--- config.mk ---
export PLATFORM = sky130hd
export DESIGN_NAME = fetch_unit
export DESIGN_NICKNAME = d
export VERILOG_FILES = /design/src/rtl/fetch_unit.sv
export SDC_FILE = /design/constraint.sdc
export NUM_CORES = 1
export LEC_CHECK = 0
export CAP_MARGIN = 15
export CORE_ASPECT_RATIO = 1.5
export CORE_MARGIN = 2
export CORE_UTILIZATION = 40
export DETAILED_ROUTE_END_ITERATION = 8
export GPL_TIMING_DRIVEN = 0
export PLACE_DENSITY = 0.79
export REMOVE_ABC_BUFFERS = 1
export SKIP_CTS_REPAIR_TIMING = 1
export SLEW_MARGIN = 0
export SYNTH_ARGS = -nofsm -noshare
export SYNTH_HDL_FRONTEND = slang
export SYNTH_SLANG_ARGS = --single-unit
--- constraint.sdc ---
create_clock -name CLK -period 3.53 [get_ports CLK]
set_clock_uncertainty 0.05 [all_clocks]
set_input_delay 0.353 -clock CLK [delete_from_list [all_inputs] [get_ports CLK]]
set_output_delay 0.353 -clock CLK [all_outputs]
set_load 0.01 [all_outputs]
--- src/rtl/fetch_unit.sv ---
// Instruction-fetch stage: one imem read per PC, held in IR for decode.
// Optional FETCH_TIMEOUT_EN adds an 8-bit ack watchdog that forces FAULT.
module fetch_unit #(
    parameter logic [31:0] RESET_IR = 32'h0000_0000,
    parameter int unsigned TIMEOUT  = 255
) (
    input  logic        CLK,
    input  logic        Reset,
    input  logic [31:0] Address,
    input  logic [3:0]  PC4,
    input  logic        flush,
    output logic        imem_req,
    output logic [31:0] imem_addr,
    input  logic        imem_ack,
    input  logic [31:0] imem_rdata,
    output logic [31:0] IR,
    output logic [31:0] ir_pc,
    output logic        ir_valid,
    input  logic        ir_ready,
    output logic        PCWre,
    output logic [15:0] Immediate,
    output logic [31:0] JumpPC,
    output logic        fault
);

    typedef enum logic [2:0] {
        IDLE  = 3'd0,
        REQ   = 3'd1,
        DROP  = 3'd2,
        HOLD  = 3'd3,
        FAULT = 3'd4
    } state_t;

    state_t      r_state, w_state_next;
    logic        r_req, w_req_next;
    logic [31:0] r_addr, w_addr_next;
    logic [31:0] r_ir, w_ir_next;
    logic [31:0] r_ir_pc, w_ir_pc_next;
    logic        r_valid, w_valid_next;
    logic        r_pcwre, w_pcwre_next;
    logic        r_fault, w_fault_next;

`ifdef FETCH_TIMEOUT_EN
    localparam logic [7:0] TIMEOUT_LAST = 8'(TIMEOUT - 1);
    logic [7:0]  r_cnt, w_cnt_next;
`endif

    always_comb begin
        w_state_next = r_state;
        w_req_next   = r_req;
        w_addr_next  = r_addr;
        w_ir_next    = r_ir;
        w_ir_pc_next = r_ir_pc;
        w_valid_next = r_valid;
        w_pcwre_next = 1'b0;
        w_fault_next = r_fault;
`ifdef FETCH_TIMEOUT_EN
        w_cnt_next   = r_cnt;
`endif
        case (r_state)
            IDLE: begin
                if (Address[1:0] != 2'b00) begin
                    w_state_next = FAULT;
                    w_fault_next = 1'b1;
                end else begin
                    w_addr_next  = Address;
                    w_req_next   = 1'b1;
                    w_state_next = REQ;
`ifdef FETCH_TIMEOUT_EN
                    w_cnt_next   = 8'd0;
`endif
                end
            end
            REQ: begin
                if (flush) begin
                    if (imem_ack) begin
                        w_req_next   = 1'b0;
                        w_state_next = IDLE;
                    end else begin
                        // The bus cannot be cancelled, so the stale ack is absorbed in DROP.
                        w_state_next = DROP;
`ifdef FETCH_TIMEOUT_EN
                        w_cnt_next   = 8'd0;
`endif
                    end
                end else if (imem_ack) begin
                    w_ir_next    = imem_rdata;
                    w_ir_pc_next = r_addr;
                    w_req_next   = 1'b0;
                    w_valid_next = 1'b1;
                    w_pcwre_next = 1'b1;
                    w_state_next = HOLD;
                end else begin
`ifdef FETCH_TIMEOUT_EN
                    if (r_cnt == TIMEOUT_LAST) begin
                        w_state_next = FAULT;
                        w_fault_next = 1'b1;
                        w_req_next   = 1'b0;
                    end else begin
                        w_cnt_next = r_cnt + 8'd1;
                    end
`endif
                end
            end
            DROP: begin
                if (imem_ack) begin
                    w_req_next   = 1'b0;
                    w_state_next = IDLE;
                end else begin
`ifdef FETCH_TIMEOUT_EN
                    if (r_cnt == TIMEOUT_LAST) begin
                        w_state_next = FAULT;
                        w_fault_next = 1'b1;
                        w_req_next   = 1'b0;
                    end else begin
                        w_cnt_next = r_cnt + 8'd1;
                    end
`endif
                end
            end
            HOLD: begin
                if (flush || ir_ready) begin
                    w_valid_next = 1'b0;
                    w_state_next = IDLE;
                end
            end
            FAULT: begin
                w_fault_next = 1'b1;
                w_req_next   = 1'b0;
                w_valid_next = 1'b0;
            end
            default: begin
                w_state_next = IDLE;
                w_req_next   = 1'b0;
                w_valid_next = 1'b0;
            end
        endcase
    end

    always_ff @(posedge CLK or negedge Reset) begin
        if (!Reset) begin
            r_state <= IDLE;
            r_req   <= 1'b0;
            r_addr  <= 32'h0;
            r_ir    <= RESET_IR;
            r_ir_pc <= 32'h0;
            r_valid <= 1'b0;
            r_pcwre <= 1'b0;
            r_fault <= 1'b0;
`ifdef FETCH_TIMEOUT_EN
            r_cnt   <= 8'd0;
`endif
        end else begin
            r_state <= w_state_next;
            r_req   <= w_req_next;
            r_addr  <= w_addr_next;
            r_ir    <= w_ir_next;
            r_ir_pc <= w_ir_pc_next;
            r_valid <= w_valid_next;
            r_pcwre <= w_pcwre_next;
            r_fault <= w_fault_next;
`ifdef FETCH_TIMEOUT_EN
            r_cnt   <= w_cnt_next;
`endif
        end
    end

    assign imem_req  = r_req;
    assign imem_addr = r_addr;
    assign IR        = r_ir;
    assign ir_pc     = r_ir_pc;
    assign ir_valid  = r_valid;
    assign PCWre     = r_pcwre;
    assign fault     = r_fault;
    assign Immediate = r_ir[15:0];
    assign JumpPC    = {PC4, r_ir[25:0], 2'b00};

endmodule

* Word-level counts from Yosys, hierarchy flattened
Index checks and enable logic that the tools add are counted.
** Word-level totals
- Register bits :: 103
- Logic and storage cells :: 56
- Input port bits :: 73
** Cells by class
- Eq/ne operators :: 12
- Reductions and logical operators :: 12
- Bitwise operators :: 5
- Muxes and demuxes :: 19
** Operators with widths (count)
- two-way mux 3 bit :: 5
- one-hot mux 3 bit (5 select lines) :: 1
- inequality test 2 bit, second input constant :: 6
- two-way mux 1 bit :: 9
- AND reduction 4 bit :: 2
- == test 3 x 2 -> 1 bit, second input constant :: 2
- one-hot mux 1 bit (3 select lines) :: 2
- AND reduction 3 bit :: 2
- NOT 1 bit :: 5
- AND reduction 2 bit :: 2
- nonzero test 2 bit :: 2
- OR reduction 2 bit :: 2
- == test 3 x 1 -> 1 bit, second input constant :: 1
- == test 3 bit, second input constant :: 1
- zero test 3 bit :: 1
- inequality test 3 bit, second input constant :: 1
- two-way mux 2 bit :: 1
- inequality test 2 x 1 -> 1 bit, second input constant :: 1
- one-hot mux 1 bit (2 select lines) :: 1
- logical OR 1 bit :: 1

* Longest topological paths before layout
Gate-level depths: netlist of the first run.
- Word-level depth :: 4
- Gate-level depth with buffers :: 5
- Gate-level depth less buffers :: 3

* Worst setup path after synthesis of the first run
No wires, ideal clock.
- Kind :: register to register
- Start point :: register r_state[1]
- End point :: register r_ir[0] (netlist: IR[0])
- Required time :: 3.355 ns
- Stages on the path, launching flop included :: 6
- Setup time :: 0.125 ns
- Path slack :: 2.021 ns
- Arrival :: 1.334 ns
- Buffers on the path :: 2
- Period minus slack after synthesis :: 1.509 ns
- Path through :: dfrtp_1 nor2_1 and4_4 buf_12 buf_12 mux2_4
** Between the ends
- Cells in the longest elaborated chain, start to end :: 2
** Ends and longest elaborated chain
- start, declared :: RTL line 34 : state_t r_state, w_state_next;
- start signal, assigned :: RTL line 154 : r_state <= w_state_next;
- == test 3 x 1 -> 1 bit :: RTL line 60 : case (r_state)
- AND reduction 3 bit (no line)
- end signal, assigned :: RTL line 157 : r_ir <= w_ir_next;
- end, declared :: RTL line 37 : logic [31:0] r_ir, w_ir_next;
No other way between the ends.
A chain may end at the register's enable or synchronous reset.

* Final worst setup path of the first run
- Start point :: input flush
- End point :: register r_ir[28] (netlist: IR[28])
** Between the ends
- Cells in the longest elaborated chain, start to end :: 2
** Ends and longest elaborated chain
- start, declared :: RTL line 11 : input logic flush,
- NOT 1 bit (no line)
- AND reduction 3 bit (no line)
No other way between the ends.

==> flow_metrics.env, run 1 <==
export IMPL_syn_inst=285
export IMPL_hold_viol=28
export IMPL_grt_pass1_wl_um=17000
export IMPL_synthTopCellsByCount="103 x dfrtp_1, 57 x mux2_4, 48 x buf_4, 37 x mux2_2, 6 x buf_12"
export IMPL_drt_initial_drc_count=52
export IMPL_stdcell_area_um2=6650
export IMPL_preCtsSetupSlack_ns=0.854
export IMPL_yosysTopAreaCell="dfrtp_1"
export IMPL_clk_pin_slew_ns=0.07
export IMPL_worst_slack_ns=1.40
export IMPL_areaGrowthSynthToFinish_pct=46.3
export IMPL_slew_headroom_pct=39.0
export IMPL_post_drt_wl_per_cell_um=17.7
export IMPL_place_area_um2=6330
export IMPL_p_total_uw=2340
export IMPL_cp_required_ns=3.70
export IMPL_power_leakage_uw=0.00298
export IMPL_syn_area_um2=4540
export IMPL_firstDrtPassIters=4
export IMPL_pin_count=221
export IMPL_ys_seq_area_share_pct=56.7
export IMPL_fp_dieH_um=135
export IMPL_path_max_fanout=38
export IMPL_cts_buffer_depth=2
export IMPL_finalCritPeriodShare_pct=60.5
export IMPL_ant_nets=0
export IMPL_grt_setup_unrepaired="false"
export IMPL_cts_tree="yes"
export IMPL_root_buffer="clkbuf_16"
export IMPL_yosys_top_cells_area="dfrtp_1 57%, mux2_4 19%, mux2_2 9.2%, buf_4 7.9%, buf_12 2.6%"
export IMPL_power_density_nw_per_um2=352
export IMPL_ys_flop_type="dfrtp_1"
export IMPL_cap_violations=0
export IMPL_setup_violations_final=0
export IMPL_synth_top_area_share_pct=56.7
export IMPL_endpoint_kind="flop"
export IMPL_synthArstFlopShare_pct=100
export IMPL_violations="negative hold slack"
export IMPL_numClockSinks=103
export IMPL_initial_utilization_pct=41.1
export IMPL_fin_crit_ns=2.13
export IMPL_gp_congestion=0.711
export IMPL_hold_class="in -> async"
export IMPL_route_vias_total=2797
export IMPL_via_per_inst=4.65
export IMPL_fmax_mhz=468
export IMPL_critPathLaunchType="primary input"
export IMPL_grt_pass1_vias=3170
export IMPL_worst_pin_slew_ns=0.912
export IMPL_die_w_um=91.0
export IMPL_synth_area_per_cell_um2=15.9
export IMPL_dp_hpwl_um=7860
export IMPL_drc=0
export IMPL_ys_warnings_count=0
export IMPL_yosysMostFrequentCell="dfrtp_1"
export IMPL_slew_violations=0
export IMPL_synth_edf_count=0
export IMPL_hold_slack_ns=-0.0244
export IMPL_track_usage_pct=17.9
export IMPL_grt_overflow=0
export IMPL_h_tree_depth=3
export IMPL_insertion_delay_ns=0.33
export IMPL_coreArea_um2=11100
export IMPL_grt_max_degree=66
export IMPL_cts_buffers=9
export IMPL_antennaDiodeCount=0
export IMPL_fin_nets=523
export IMPL_ys_types=26
export IMPL_port_buffers=210
export IMPL_critPathKind="in -> reg"
export IMPL_ys_ff_latch=103
export IMPL_setup_tns_ns=0
export IMPL_dieArea_um2=12200
export IMPL_nFillCells=894
export IMPL_cp_arrival_ns=2.31
export IMPL_antenna_found_initial=0
export IMPL_totalWireLength_um=10600
export IMPL_drive_gt1_share_pct=25.3
export IMPL_rows=47
export IMPL_status="finished with violations"
export IMPL_ir_drop_v=0.000241
-- sequential cells by signal, indices dropped and copies added, names as in the netlist --
register and cells:
fault 1, imem_req 1, IR 32, PCWre 1, imem_addr 32, r_state 3, ir_pc 32, ir_valid 1
-- kinds of logic (layout without fill, tap and decap cells) --
kind of cell              Yosys count  in the layout  synth area share [%]
and+or+nand+nor                    16             16                  1.93
DFF                               103            103                  56.7
other                               1              2                0.0826
buffers and inverters              60            228                  11.7
xor gates and xnor gates            1              1                 0.193
AOI/OAI and AO/OA                  10             10                  1.35
muxes                              94             94                  28.0
-- final cells by class --
cell class                 instances  area [um^2]  share of cell area [%]
clock buffer                      10          229                    3.45
clock inverter                     5         58.8                   0.885
inverter                           1         3.75                  0.0565
multi-input combinational        123         1440                    21.6
sequential                       103         2580                    38.8
tap                              147          184                    2.77
timing repair buffer             212         2150                    32.4
-- layout by cell type (no fill, tap or decap), drive strengths merged --
| master | count |
|---|---|
| nand2 | 3 |
| a21bo | 1 |
| nor3 | 2 |
| nor2 | 5 |
| inv | 2 |
| or2 | 1 |
| conb | 2 |
| mux2 | 94 |
| a211oi | 1 |
| a31oi | 1 |
| nor3b | 1 |
| a21oi | 3 |
| o21ai | 3 |
| clkdlybuf4s50 | 209 |
| clkinvlp | 2 |
| buf | 3 |
| and2 | 2 |
| bufinv | 1 |
| xor2 | 1 |
| clkinv | 1 |
| clkbuf | 10 |
| dfrtp | 103 |
| and4 | 1 |
| a22oi | 1 |
| nand3b | 1 |
-- layer usage --
metal	global-route usage [%]	wire, um
met2	32.1	5860
met3	4.19	566
met5	0	0
met4	10.1	358
met1	19.1	3840
-- worst max-delay path: stages --
cell	delay, ns
clkdlybuf4s50_1	0.50
inv_1	0.12
and4_4	0.57
buf_16	0.33
mux2_2	0.38
-- power breakdown --
| group | internal [uW] | total, uW | switching, uW |
|---|---|---|---|
| registers | 1200 | 1210 | 11.8 |
| logic | 110 | 168 | 57.4 |
| clock network | 547 | 966 | 418 |
| total | 1850 | 2340 | 488 |
-- final timing paths --
| path | start | to | slack [ns] | cells after the start |
|---|---|---|---|---|
| worst max-delay path | flush | IR[28] | 1.40 | 5 |
| worst min-delay path | Reset | IR[24] | -0.02 | 1 |
| worst max register to register | r_state[1] | IR[28] | 1.43 | 4 |
| worst min register to register | fault | fault | 0.43 | 1 |
| max in group asynchronous | Reset | ir_pc[3] | 2.77 | 2 |
| min in group CLK | fault | fault | 0.43 | 1 |
-- through the flow --
| stage | util, % | instances |
|---|---|---|
| floorplan | - | 227 |
| global placement | 57.0 | 584 |
| detailed placement | 57.3 | 585 |
| CTS | 59.9 | 600 |
| global route | 60.1 | 601 |
| finish | 60.1 | 601 |
No activity file was read; power rests on OpenSTA's default activity.
==> inputs of run 2 (changes only) <==
==> constraint.sdc (replaced) <==
create_clock -name CLK -period 2.05 [get_ports CLK]
set_clock_uncertainty 0.05 [all_clocks]
set_input_delay 0.205 -clock CLK [delete_from_list [all_inputs] [get_ports CLK]]
set_output_delay 0.205 -clock CLK [all_outputs]
set_load 0.01 [all_outputs]
==> flow_metrics.env, run 2 (synthesized netlist as in run 1, its figures left out) <==
export IMPL_endpoint_kind="flop"
export IMPL_fmax_mhz=525
export IMPL_r2r_slack_ns=0.14
export IMPL_fp_dieH_um=135
export IMPL_drive_gt1_share_pct=25.8
export IMPL_numClockSinks=103
export IMPL_coreArea_um2=11100
export IMPL_hold_class="in -> out"
export IMPL_critPathKind="reg -> reg"
export IMPL_fin_crit_ns=1.91
export IMPL_grt_pass1_vias=3170
export IMPL_mostFrequentLayoutCell="clkdlybuf4s50_1"
export IMPL_initial_utilization_pct=41.1
export IMPL_cp_cell_sequence="nor2_1 -> and4_4 -> buf_16 -> mux2_2"
export IMPL_path_max_fanout=38
export IMPL_die_w_um=91.0
export IMPL_fin_nets=527
export IMPL_cts_buffers=9
export IMPL_totalWireLength_um=11000
export IMPL_rows=47
export IMPL_nFillCells=893
export IMPL_route_vias_total=2825
export IMPL_cts_buffer_depth=2
export IMPL_grt_overflow=0
export IMPL_hold_slack_ns=0.360
export IMPL_gp_congestion=0.711
export IMPL_insertion_delay_ns=0.34
export IMPL_track_usage_pct=17.9
export IMPL_cp_arrival_ns=2.08
export IMPL_power_leakage_uw=0.00300
export IMPL_finalCritPeriodShare_pct=92.9
export IMPL_ir_drop_v=0.000415
export IMPL_power_density_nw_per_um2=603
export IMPL_h_tree_depth=3
export IMPL_cts_tree="yes"
export IMPL_areaGrowthSynthToFinish_pct=47.2
export IMPL_drt_initial_drc_count=54
export IMPL_grt_max_degree=66
export IMPL_via_per_inst=4.67
export IMPL_worst_pin_slew_ns=0.618
export IMPL_clk_pin_slew_ns=0.07
export IMPL_port_buffers=210
export IMPL_critPathLaunchType="flop"
export IMPL_p_total_uw=4030
export IMPL_grt_setup_unrepaired="false"
export IMPL_antennaDiodeCount=0
export IMPL_dp_hpwl_um=7860
export IMPL_cp_required_ns=2.23
export IMPL_cp_slowest_cell="dfrtp_1"
export IMPL_cap_violations=0
export IMPL_grt_pass1_wl_um=17000
export IMPL_layout_common_cells="209 x clkdlybuf4s50_1, 103 x dfrtp_1, 57 x mux2_4"
export IMPL_dieArea_um2=12200
export IMPL_slew_violations=0
export IMPL_setup_violations_final=0
export IMPL_hold_viol=0
export IMPL_max_stage_delay_ns=0.46
export IMPL_cp_num_buf_inv=1
export IMPL_post_drt_wl_per_cell_um=18.2
export IMPL_status="completed"
export IMPL_pin_count=221
export IMPL_drc=0
export IMPL_ant_nets=0
export IMPL_firstDrtPassIters=4
export IMPL_crit_family="simple AND/OR/NAND/NOR gates"
export IMPL_slew_headroom_pct=58.8
export IMPL_antenna_found_initial=0
export IMPL_root_buffer="clkbuf_16"
export IMPL_fin_util_pct=60.5
## run 2: path summary, 6_finish.rpt
path / start / endpoint / depth (start not counted)
max: r_state[1] / IR[28] / 4
min: PC4[2] / JumpPC[30] / 0
max reg2reg: r_state[1] / IR[28] / 4
min reg2reg: fault / fault / 1
max in group asynchronous: Reset / ir_pc[3] / 3
min in group asynchronous: Reset / IR[24] / 2
## run 2: area by class of cell
type | count | area (um^2) | area share, %
Multi-Input combinational cell | 124 | 1450 | 21.7
Inverter | 1 | 3.75 | 0.0561
Clock inverter | 5 | 58.8 | 0.880
Sequential cell | 103 | 2580 | 38.6
Clock buffer | 10 | 229 | 3.43
Timing Repair Buffer | 215 | 2180 | 32.6
Tap cell | 147 | 184 | 2.75
## run 2: per-stage QoR
stage / setup WS [ns] / cells / TNS [ns] / cell area, um^2
2_1_floorplan: 0.0947 / 227 / 0 / 4020
3_3_place_gp: -3.12 / 584 / -348.21 / 6300
3_5_place_dp: -0.478 / 585 / -31.18 / 6330
4_1_cts: -0.245 / 600 / -11.36 / 6620
5_1_grt: 0.0535 / 605 / 0 / 6690
6_report: 0.145 / 605 / 0 / 6690
## run 2: report_power, final
group / total (uW) / internal (uW) / switching, uW
clock network: 1660 / 942 / 722
logic: 291 / 191 / 100
registers: 2080 / 2060 / 20.2
total: 4030 / 3190 / 843
## run 2: routing by layer
metal  GRT usage (%)  vias to the layer above  share of wire (%)
li1                -                     1265                  -
met1            19.1                     1418                 35
met2            32.1                      120                 56
met3            4.19                       22                5.4
met4            10.1                        0                3.3
met5               0                        -                  0
